==> src/rtl/modn_ctrl_pkg.sv <==
// Shared types for the mod-N counter controller: FSM states, the minimum
// legal modulus and the start/stop/abort priority encoding.
package modn_ctrl_pkg;

    typedef enum logic [1:0] {
        IDLE,
        ARMED,
        RUN,
        PAUSE
    } state_e;

    localparam int MIN_MOD = 2;

    typedef enum logic [1:0] {
        CMD_NONE,
        CMD_START,
        CMD_STOP,
        CMD_ABORT
    } cmd_e;

    // Several commands in one cycle collapse to one: abort beats stop beats start.
    function automatic cmd_e decode_cmd(input logic start, input logic stop, input logic abort);
        if (abort) begin
            return CMD_ABORT;
        end else if (stop) begin
            return CMD_STOP;
        end else if (start) begin
            return CMD_START;
        end
        return CMD_NONE;
    endfunction

endpackage

==> src/rtl/modn_core.sv <==
// Mod-N counter datapath: count register with enable and synchronous clear,
// plus a registered pulse marking the N-1 -> 0 wrap.
module modn_core #(
    parameter int WIDTH = 4
) (
    input  logic             clk,
    input  logic             clr_i,
    input  logic             en_i,
    input  logic [WIDTH-1:0] mod_i,
    output logic [WIDTH-1:0] count_o,
    output logic             wrap_o,
    output logic             last_o
);

    logic [WIDTH-1:0] count_q, count_d;
    logic             wrap_q, wrap_d;

    assign last_o = (count_q == mod_i - WIDTH'(1));

    always_comb begin
        count_d = count_q;
        wrap_d  = 1'b0;
        if (en_i) begin
            if (last_o) begin
                count_d = '0;
                wrap_d  = 1'b1;
            end else begin
                count_d = count_q + WIDTH'(1);
            end
        end
    end

    always_ff @(posedge clk) begin
        if (clr_i) begin
            count_q <= '0;
            wrap_q  <= 1'b0;
        end else begin
            count_q <= count_d;
            wrap_q  <= wrap_d;
        end
    end

    assign count_o = count_q;
    assign wrap_o  = wrap_q;

endmodule

==> src/rtl/modn_count_ctrl.sv <==
// Controller for a programmable mod-N counter: configuration handshake,
// start/stop/abort FSM, wrap counting and completion reporting.
module modn_count_ctrl
    import modn_ctrl_pkg::*;
#(
    parameter int WIDTH   = 4,
    parameter int WRAPS_W = 8
) (
    input  logic               clk,
    input  logic               clr,
    input  logic               cfg_valid,
    output logic               cfg_ready,
    input  logic [WIDTH-1:0]   cfg_mod,
    input  logic [WRAPS_W-1:0] cfg_wraps,
    input  logic               start,
    input  logic               stop,
    input  logic               abort,
    output logic [WIDTH-1:0]   count,
    output logic               tc,
    output logic               done,
    output logic               busy,
    output logic               cfg_err
);

    localparam logic [WIDTH-1:0] MinMod = WIDTH'(MIN_MOD);

    state_e             state_q, state_d;
    logic [WIDTH-1:0]   mod_q, mod_d;
    logic [WRAPS_W-1:0] wraps_q, wraps_d;
    logic [WRAPS_W-1:0] wrapCnt_q, wrapCnt_d;
    logic               done_q, done_d;
    logic               cfgErr_q, cfgErr_d;

    cmd_e               cmd;
    logic               cfgFire;
    logic               coreClr;
    logic               coreEn;
    logic               coreLast;
    logic               coreWrap;
    logic [WIDTH-1:0]   coreCount;

    assign cmd     = decode_cmd(start, stop, abort);
    assign cfgFire = cfg_valid && cfg_ready;

    always_comb begin
        state_d   = state_q;
        mod_d     = mod_q;
        wraps_d   = wraps_q;
        wrapCnt_d = wrapCnt_q;
        done_d    = 1'b0;
        cfgErr_d  = 1'b0;
        coreClr   = 1'b0;
        coreEn    = 1'b0;
        case (state_q)
            IDLE, ARMED: begin
                // A handshake in ARMED takes precedence over a same-cycle start.
                if (cfgFire) begin
                    if (cfg_mod < MinMod) begin
                        cfgErr_d = 1'b1;
                    end else begin
                        mod_d     = cfg_mod;
                        wraps_d   = cfg_wraps;
                        wrapCnt_d = '0;
                        coreClr   = 1'b1;
                        state_d   = ARMED;
                    end
                end else if (state_q == ARMED && cmd == CMD_START) begin
                    state_d = RUN;
                end
            end
            RUN: begin
                if (cmd == CMD_ABORT) begin
                    coreClr   = 1'b1;
                    wrapCnt_d = '0;
                    state_d   = ARMED;
                end else if (cmd == CMD_STOP) begin
                    state_d = PAUSE;
                end else begin
                    coreEn = 1'b1;
                    if (coreLast) begin
                        if (wrapCnt_q != '1) begin
                            wrapCnt_d = wrapCnt_q + WRAPS_W'(1);
                        end
                        if (wraps_q != '0 && (wrapCnt_q + WRAPS_W'(1)) == wraps_q) begin
                            done_d    = 1'b1;
                            wrapCnt_d = '0;
                            state_d   = ARMED;
                        end
                    end
                end
            end
            PAUSE: begin
                if (cmd == CMD_ABORT) begin
                    coreClr   = 1'b1;
                    wrapCnt_d = '0;
                    state_d   = ARMED;
                end else if (cmd == CMD_START) begin
                    state_d = RUN;
                end
            end
            default: state_d = IDLE;
        endcase
    end

    always_ff @(posedge clk) begin
        if (clr) begin
            state_q   <= IDLE;
            mod_q     <= '0;
            wraps_q   <= '0;
            wrapCnt_q <= '0;
            done_q    <= 1'b0;
            cfgErr_q  <= 1'b0;
        end else begin
            state_q   <= state_d;
            mod_q     <= mod_d;
            wraps_q   <= wraps_d;
            wrapCnt_q <= wrapCnt_d;
            done_q    <= done_d;
            cfgErr_q  <= cfgErr_d;
        end
    end

    modn_core #(
        .WIDTH(WIDTH)
    ) u_core (
        .clk    (clk),
        .clr_i  (clr || coreClr),
        .en_i   (coreEn),
        .mod_i  (mod_q),
        .count_o(coreCount),
        .wrap_o (coreWrap),
        .last_o (coreLast)
    );

    assign count     = coreCount;
    assign tc        = coreWrap;
    assign done      = done_q;
    assign cfg_err   = cfgErr_q;
    assign busy      = (state_q == RUN) || (state_q == PAUSE);
    assign cfg_ready = (state_q == IDLE) || (state_q == ARMED);

endmodule
==> config.mk <==
export PLATFORM = sky130hd
export DESIGN_NAME = modn_count_ctrl
export DESIGN_NICKNAME = d
export VERILOG_FILES = /design/src/rtl/modn_ctrl_pkg.sv /design/src/rtl/modn_core.sv /design/src/rtl/modn_count_ctrl.sv
export SDC_FILE = /design/constraint.sdc
export NUM_CORES = 1
export LEC_CHECK = 0
export BUFFER_PORTS_ARGS = -buffer_cell sky130_fd_sc_hd__buf_2
export CORE_MARGIN = 5
export CORE_UTILIZATION = 43
export DETAILED_ROUTE_END_ITERATION = 10
export GPL_TIMING_DRIVEN = 0
export PLACE_DENSITY = 0.63
export SETUP_SLACK_MARGIN = 0.3
export SLEW_MARGIN = 5
export SYNTH_ARGS = -nofsm -noshare
export SYNTH_HDL_FRONTEND = slang
export SYNTH_HIERARCHICAL = 1
export SYNTH_SLANG_ARGS = --single-unit
==> constraint.sdc <==
create_clock -name clk -period 6.85 [get_ports clk]
set_input_delay 0.685 -clock clk [delete_from_list [all_inputs] [get_ports clk]]
set_output_delay 0.685 -clock clk [all_outputs]
set_load 0.02 [all_outputs]
==> impl_metrics.toml, run 1 <==
[outcome]
status = "finished, final reports clean"

[floorplan]
die_area_um2 = 5400
fp-row-count = 23
die_w_um = 73.5
io_pins = 27
die_y_um = 73.5
core_um2 = 3940
initial_utilization = 0.439

[global_route]
grt_antenna_before_repair = 0
grt_pass1_vias = 1376
grt_pass1_wl_um = 6580
grt_max_degree = 11
grt_util_all_layers = 0.156
grt-ovfl-total = 0

[drt]
wl_um = 3730
ant_nets = 0
vias = 1511
drt_iter0_markers = 120
wire_per_inst_um = 12.9
route.detailed.drc = 0
avgViaCountPerCell = 5.25
drt_pass1_iterations = 4

[synth]
synth_nets = 225
ys_seq_elements = 29
syn_avg_cell_area_um2 = 8.49
yosysTopAreaCell = "dfxtp_1"
syn_area_um2 = 1730
synth-simple-area-share = 0.287
yosys.area_share.adder = 0.0217
synthXorXnorAreaFrac = 0.100
synth_area_leaders = "dfxtp_1 34%, nand2_1 6.9%, xnor2_1 5.1%"
synth_ff_type = "dfxtp_1"
netlist_top_cells_count = "32 x nand2_1, 29 x dfxtp_1, 17 x nor2_1, 15 x a21oi_1, 10 x xnor2_1"
synth_top_family_by_area = "simple AND/OR/NAND/NOR gates"
yosysWarningCount = 6
synth_cells = 204
synth-compound-area-share = 0.206
yosysTopAreaCellShare = 0.335
synth.most_common_cell = "nand2_1"
ys_async_sr_fraction = 0
ys_seq_area_frac = 0.335
synth_cell_type_count = 52
synth_edf_count = 0
synthMuxAreaShare = 0.0173

[clock_tree]
numCtsBuffers = 5
clkSinkCount = 29
cts_tree = "built"
worstSkewPairLatency_ns = 0.28
cts_setup_buffers = 0
cts_max_level = 2
clk_pin_slew_ns = 0.07
ctsRootBufferMaster = "clkbuf_8"
cts_resized = 0
postCtsHoldBufs = 0
clockBufferDepth = 2

[pwr]
power.leakage_nw = 0.815
ir_worst_vdd_mv = 0.130
powerDensity_nw_per_um2 = 224

[finish]
antennaDiodeCount = 0
area_growth_pct = 18.1
design_area_um2 = 2040
n_fill_cell = 388
fin_nets = 258
drive_above_1_share = 0.202

[sta]
final.setup.tns_ns = 0
setup-violations-final = 0
hold_viol = 0
rsz0062_at_grt = "no"
period_share = 0.390
tightest_slew_ns = 0.586
skew_ns = 0.00398
fmax_mhz = 375
slew_viol_final = 0
max_slew_margin = 0.606
period_needed_ns = 2.67

[worst_setup_path]
crit_required_ns = 7.02
end_kind = "flop"
rrSetupSlack_ns = 4.18
crit_path_max_fanout = 5
cp.arrival_ns = 2.84
crit_type = "flop to flop"
start_kind = "flop"

[placed_design]
dpl_cell_area_um2 = 1920
gp_congestion = 0.823
port_buffers = 26
hpwl_um = 2880

[flow_run]
cap_violations = 0

[worst_hold_path]
hold_class = "flop to flop"
## where the power goes
part           switching (mW)  internal, mW
sequential            0.00823         0.177
clock                  0.0680         0.118
combinational          0.0508        0.0353
total                   0.127         0.330
## cells in the final DEF, fill, tap and decap left out, types with 2 or more instances in the layout
cell type,synthesis,routed
nand2_1,32,32
buf_2,3,29
dfxtp_1,29,29
nor2_1,17,17
a21oi_1,15,15
xnor2_1,10,10
nand3_1,7,7
xor2_1,7,7
clkbuf_8,0,6
clkbuf_1,5,5
inv_1,4,4
nor2b_1,4,4
and2_1,4,4
nand2b_1,4,4
o22ai_1,3,3
nor3b_1,3,3
and3_1,3,3
nor3_4,3,3
o21ai_0,3,3
mux2i_1,3,3
a32o_1,3,3
ha_1,3,3
a311oi_1,3,3
or3_1,2,2
a22oi_1,2,2
nand4_1,2,2
a211o_1,2,2
a221o_1,2,2
nor3_1,2,2
## final timing paths
check | startpoint | to | cells past startpoint
worst max-delay path | mod_q[0] | wrapCnt_q[3] | 9
worst min-delay path | wraps_q[0] | wraps_q[0] | 2
worst max register to register | mod_q[0] | wrapCnt_q[3] | 9
worst min register to register | wraps_q[0] | wraps_q[0] | 2
## cells by family (layout without fill, tap and decap cells)
group,count (synthesis),after routing
buf+inv,13,47
simple gates,92,92
fa+ha+maj,3,3
compound gates,46,46
xor+xnor,18,18
mux,3,3
flops,29,29
## worst max-delay path, cell delays in order (launching register included)
cell,delay [ns]
dfxtp_1,0.41
inv_1,0.07
ha_1,0.21
xor3_2,0.42
nor3_4,0.20
and2_2,0.22
o22ai_1,0.10
nor3_1,0.51
nand3_1,0.14
a32o_1,0.28
## sequential cells by signal, indices dropped and copies added (netlist names)
signal,count
u_core/wrap_o,1
wraps_q,8
u_core/count_o,4
state_q,2
wrapCnt_q,8
mod_q,4
done,1
cfg_err,1
## cell type report
type | instances | area, um^2 | area share
Multi-Input combinational cell | 162 | 1090 | 0.535
Buffer | 9 | 41.3 | 0.0202
Inverter | 4 | 15.0 | 0.00734
Tap cell | 50 | 62.6 | 0.0306
Clock inverter | 2 | 37.5 | 0.0184
Timing Repair Buffer | 26 | 130 | 0.0636
Clock buffer | 6 | 82.6 | 0.0404
Sequential cell | 29 | 581 | 0.284
## layer usage
layer,vias up,track usage,routed length [um]
li1,797,-,-
met1,679,0.221,1880
met2,28,0.222,1610
met3,7,0.0424,169
met4,0,0.0604,68
met5,-,0,0
## stage by stage
step | hold slack, ns | total power [mW] | utilization | instances | setup slack (ns)
3_3_place_gp | 0.466 | 0.275 | 0.488 | 280 | 4.21
4_1_cts | 0.476 | 0.462 | 0.519 | 288 | 4.19
2_1_floorplan | 0.450 | 0.254 | - | 204 | 4.58
6_report | 0.474 | 0.457 | 0.519 | 288 | 4.18
3_5_place_dp | 0.467 | 0.275 | 0.488 | 280 | 4.21
5_1_grt | 0.511 | 0.483 | 0.519 | 288 | 4.01
Power figures use the tool's default switching activity.
==> inputs of run 2 (changes only) <==
==> constraint.sdc (replaced) <==
create_clock -name clk -period 2.5 [get_ports clk]
set_input_delay 0.25 -clock clk [delete_from_list [all_inputs] [get_ports clk]]
set_output_delay 0.25 -clock clk [all_outputs]
set_load 0.02 [all_outputs]
==> impl_metrics.toml, run 2 (synthesis gave the netlist of run 1 again) <==
[outcome]
status = "finished, final reports clean"

[worst_hold_path]
hold_class = "input pin to flop"
hold_depth = 3

[worst_setup_path]
start_kind = "flop"
end_kind = "flop"
crit_path_max_fanout = 9
r2r_cells = 7
cp_common_cell = "nor3_4"
crit_family = "simple AND/OR/NAND/NOR gates"
slowest_stage = "dfxtp_4"
cp.arrival_ns = 2.26
slowest_delay_ns = 0.39
crit_cells = 7
crit_type = "flop to flop"
crit_chain = "ha_4 > nand3_1 > nor3b_1 > o22ai_2 > nor3_4 > nor3_4 > a221o_1"
path_buf_inv = 0
crit_required_ns = 2.67

[pwr]
intPower_mw = 0.817
powerDensity_nw_per_um2 = 549
p_comb_frac = 0.228
pwr-share-seq = 0.440
clkPwrFrac = 0.332
ir_worst_vdd_mv = 0.357
switchingPower_mw = 0.343
power.total_mw = 1.16
power.leakage_nw = 0.833
switching_share = 0.296

[placed_design]
dpl_cell_area_um2 = 1930
dp_slack_ns = 0.00828
hpwl_um = 2970
gp_congestion = 0.849
port_buffers = 26
dp.cells = 280

[global_route]
grt_use_met1 = 0.230
busiest_layer = "met2"
grt_antenna_before_repair = 0
gr-usage-met3 = 0.0356
grt_max_degree = 11
grt_pass1_vias = 1466
grt_util_all_layers = 0.165
grt_pass1_wl_um = 7000
met2_usage = 0.245
grt-ovfl-total = 0

[sta]
layout_setup_ws_ns = 0.407
slew_viol_final = 0
period_share = 0.837
period_needed_ns = 2.09
final.setup.tns_ns = 0
holdWs_ns = 0.207
fmax_mhz = 478
max_slew_margin = 0.602
tightest_slew_ns = 0.597
setup-violations-final = 0
rsz0062_at_grt = "yes"
skew_ns = 0.00427
hold_viol = 0

[finish]
fin_util = 0.536
area_growth_pct = 22.0
final_cell_mix = "32 x nand2_1, 29 x buf_2, 24 x dfxtp_1"
drive_above_1_share = 0.256
design_area_um2 = 2110
largestRegisters = "wrapCnt_q: 8 flops, wraps_q: 8 flops"
final_common_cell = "nand2_1"
final_cells = 292
antennaDiodeCount = 0
fin_nets = 263

[clock_tree]
cts_max_level = 2
ctsRootBufferMaster = "clkbuf_8"
cts_tree = "built"
clkSinkCount = 29
numCtsBuffers = 5
clockBufferDepth = 2
postCtsHoldBufs = 0
worstSkewPairLatency_ns = 0.28
clk_pin_slew_ns = 0.06

[floorplan]
die_y_um = 73.5
core_um2 = 3940
fp-row-count = 23
die_w_um = 73.5
io_pins = 27
die_area_um2 = 5400
initial_utilization = 0.439

[drt]
vias = 1570
drt_pass1_iterations = 4
wire_per_inst_um = 13.7
route.detailed.drc = 0
drt_iter0_markers = 109
ant_nets = 0
wl_um = 3990
avgViaCountPerCell = 5.38

[flow_run]
cap_violations = 0
==> run 2: cell types whose count changed in the layout (fill, tap and decap cells not counted), moves of 2 or more <==
cell     before  now
buf_4         1    6
dfxtp_1      29   24
dfxtp_2       0    3
dfxtp_4       0    2
o22ai_1       3    1
o22ai_2       0    2
==> run 2: tightest hold or removal path: cells and delay by family <==
kind / cells / cell delay [ns]
simple gates: 1 / 0.05
compound gates: 1 / 0.05
buf+inv: 1 / 0.10
==> run 2: layer usage <==
layer | vias up | wire length (um)
li1 | 809 | -
met1 | 729 | 1940
met2 | 28 | 1820
met3 | 4 | 165
met4 | 0 | 62
met5 | - | 0
==> run 2: final timing paths <==
kind,from,end,slack (ns)
hold reg to reg,wraps_q[0],wraps_q[0],0.48
setup / recovery,wrapCnt_q[0],wrapCnt_q[6],0.41
setup reg to reg,wrapCnt_q[0],wrapCnt_q[6],0.41
hold / removal,cfg_mod[0],mod_q[0],0.21
==> run 2: area by class of cell <==
class                      count  area [um^2]
tap                           50         62.6
timing repair buffer          31          168
sequential                    29          592
inverter                       4         15.0
buffer                         9         41.3
clock buffer                   7         86.3
fill                         374         1830
multi-input combinational    162         1150
==> run 2: repair_timing <==
action,CTS,global route
pin swaps,5,3
resized for setup,7,8
setup buffers,4,1
setup endpoints to repair,10,9
==> run 2: power groups by stage <==
stage               Combinational (mW)  Clock, mW  Sequential (mW)
finish                           0.265      0.385            0.510
detailed placement               0.242          0            0.518
CTS                              0.256      0.394            0.509
global placement                 0.239          0            0.518
floorplan                        0.185          0            0.513
global route                     0.293      0.423            0.514
==> inputs of run 3 (changes only) <==
--- a/config.mk
+++ b/config.mk
@@ -5,6 +5,7 @@
 export SDC_FILE = /design/constraint.sdc
 export NUM_CORES = 1
 export LEC_CHECK = 0
+export ABC_AREA = 1
 export BUFFER_PORTS_ARGS = -buffer_cell sky130_fd_sc_hd__buf_2
 export CORE_MARGIN = 5
 export CORE_UTILIZATION = 43
==> constraint.sdc (replaced) <==
create_clock -name clk -period 2.05 [get_ports clk]
set_input_delay 0.205 -clock clk [delete_from_list [all_inputs] [get_ports clk]]
set_output_delay 0.205 -clock clk [all_outputs]
set_load 0.02 [all_outputs]
==> impl_metrics.toml, run 3 <==
[outcome]
status = "finished, final reports clean"

[synth]
yosys.area_share.adder = 0.0211
ys_seq_area_frac = 0.326
synth_edf_count = 0
synth-simple-area-share = 0.424
synth_top_family_by_area = "simple AND/OR/NAND/NOR gates"
ys_async_sr_fraction = 0
synth_cells = 280
synthXorXnorAreaFrac = 0.0295
yosysTopAreaCellShare = 0.326
synth_nets = 301
synth_ff_type = "dfxtp_1"
ys_seq_elements = 29
syn_avg_cell_area_um2 = 6.36
yosysWarningCount = 6
synth-compound-area-share = 0.0977
synth_cell_type_count = 27
synth_area_leaders = "dfxtp_1 33%, nand2_1 15%, nor2_1 9.9%"
yosysTopAreaCell = "dfxtp_1"
synth.most_common_cell = "nand2_1"
synthMuxAreaShare = 0.00562
syn_area_um2 = 1780
netlist_top_cells_count = "71 x nand2_1, 47 x nor2_1, 39 x inv_1, 29 x dfxtp_1, 22 x nand3_1"

[drt]
avgViaCountPerCell = 4.94
drt_iter0_markers = 100
vias = 1844
wl_um = 4380
route.detailed.drc = 0
wire_per_inst_um = 11.7
drt_pass1_iterations = 4
ant_nets = 0

[global_route]
grt_pass1_vias = 1682
grt_pass1_wl_um = 7260
grt_util_all_layers = 0.173
grt_max_degree = 11
grt_antenna_before_repair = 0
grt-ovfl-total = 0

[clock_tree]
cts_tree = "built"
clkSinkCount = 29
worstSkewPairLatency_ns = 0.29
clockBufferDepth = 2
ctsRootBufferMaster = "clkbuf_8"
numCtsBuffers = 5
postCtsHoldBufs = 0
cts_max_level = 2
clk_pin_slew_ns = 0.07

[worst_setup_path]
cp_common_cell = "nand2_1"
start_kind = "flop"
crit_path_max_fanout = 5
r2r_cells = 15
crit_chain = "inv_2 > ha_4 > or2_0 > nand3_1 > nor2_2 > nand2_1 > inv_1 > inv_2 > nand2_2 > o21ai_2 > nor2_4 > a21boi_4 > nand2_1 > nand2_1 > nor2_1"
end_kind = "flop"
crit_type = "flop to flop"
crit_required_ns = 2.23
slowest_delay_ns = 0.34
slowest_stage = "dfxtp_2"
cp.arrival_ns = 2.10

[finish]
fin_nets = 343
area_growth_pct = 29.9
final_cells = 373
largestRegisters = "wrapCnt_q: 8 flops, wraps_q: 8 flops"
final_cell_mix = "61 x nand2_1, 42 x nor2_1, 33 x inv_1"
antennaDiodeCount = 0
drive_above_1_share = 0.303
final_common_cell = "nand2_1"
design_area_um2 = 2310

[sta]
setup-violations-final = 0
hold_viol = 0
max_slew_margin = 0.706
period_share = 0.933
rsz0062_at_grt = "yes"
slew_viol_final = 0
period_needed_ns = 1.91
tightest_slew_ns = 0.438
holdWs_ns = 0.157
fmax_mhz = 523
skew_ns = 0.00658

[floorplan]
die_w_um = 74.3
fp-row-count = 23
io_pins = 27
die_area_um2 = 5530
core_um2 = 4000
die_y_um = 74.3
initial_utilization = 0.445

[flow_run]
cap_violations = 0

[worst_hold_path]
hold_depth = 2
hold_class = "input pin to flop"

[pwr]
power.leakage_nw = 1.07
ir_worst_vdd_mv = 0.358
powerDensity_nw_per_um2 = 746

[placed_design]
hpwl_um = 3240
dp.cells = 356
gp_congestion = 0.846
dpl_cell_area_um2 = 1990
port_buffers = 26
run 3: cell count changes in the layout (fill, tap and decap cells not counted), sizes merged, moves of 6 or more:
cell | previous run | this run
nand3 | 7 | 26
inv | 4 | 39
nand2 | 32 | 76
o21ai | 4 | 13
nor2 | 17 | 54
nor3 | 6 | 0
xnor2 | 10 | 3
run 3: worst paths after layout:
| path | start | end | slack (ns) |
|---|---|---|---|
| worst max-delay path | mod_q[0] | wrapCnt_q[4] | 0.14 |
| worst min-delay path | clr | state_q[1] | 0.16 |
| worst max register to register | mod_q[0] | wrapCnt_q[4] | 0.14 |
| worst min register to register | mod_q[1] | mod_q[1] | 0.47 |
run 3: logic make-up (layout without fill, tap and decap cells):
group / count (synthesis) / in the layout
simple gates: 166 / 166
buf+inv: 44 / 86
compound gates: 31 / 32
flops: 29 / 29
xor+xnor: 6 / 6
fa+ha+maj: 3 / 3
mux: 1 / 1
run 3: final cells by class:
cell class / instances / area [um^2]
fill: 412 / 1690
clock buffer: 6 / 82.6
buffer: 5 / 25.0
tap: 50 / 62.6
multi-input combinational: 208 / 1170
inverter: 39 / 149
sequential: 29 / 591
clock inverter: 2 / 37.5
timing repair buffer: 34 / 194
run 3: worst max-delay path: cells and delay by family, from the launching register on:
kind	cells	cell delay (ns)
simple gates	9	0.73
flops	1	0.34
compound gates	2	0.33
fa+ha+maj	1	0.25
buf+inv	3	0.15
run 3: routing by layer:
layer / vias up / track usage / part of all wire
li1: 973 / - / -
met1: 829 / 0.217 / 0.46
met2: 34 / 0.281 / 0.48
met3: 8 / 0.0514 / 0.043
met4: 0 / 0.0672 / 0.016
met5: - / 0 / 0
run 3: power by group:
| part | internal, mW | switching [mW] | total (mW) | leakage [nW] |
|---|---|---|---|---|
| Sequential | 0.612 | 0.0460 | 0.658 | 0.241 |
| Combinational | 0.176 | 0.256 | 0.432 | 0.772 |
| Clock | 0.395 | 0.241 | 0.635 | 0.0574 |
run 3: repair_timing:
action,CTS,global route
cloned,1,0
gates resized for setup,13,28
buffers inserted,5,3
pin swaps,10,17
hold endpoints to repair,0,0
endpoints found under the setup margin,15,15
run 3: through the flow:
stage               power (mW)  setup slack (ns)  TNS (ns)  utilization
floorplan                0.938             0.207         0            -
global placement          1.02           0.00159         0        0.499
detailed placement        1.03           -0.0353   -0.0939        0.499
CTS                       1.69            0.0899         0        0.550
global route              1.83          -0.00991   -0.0106        0.578
finish                    1.72             0.137         0        0.578
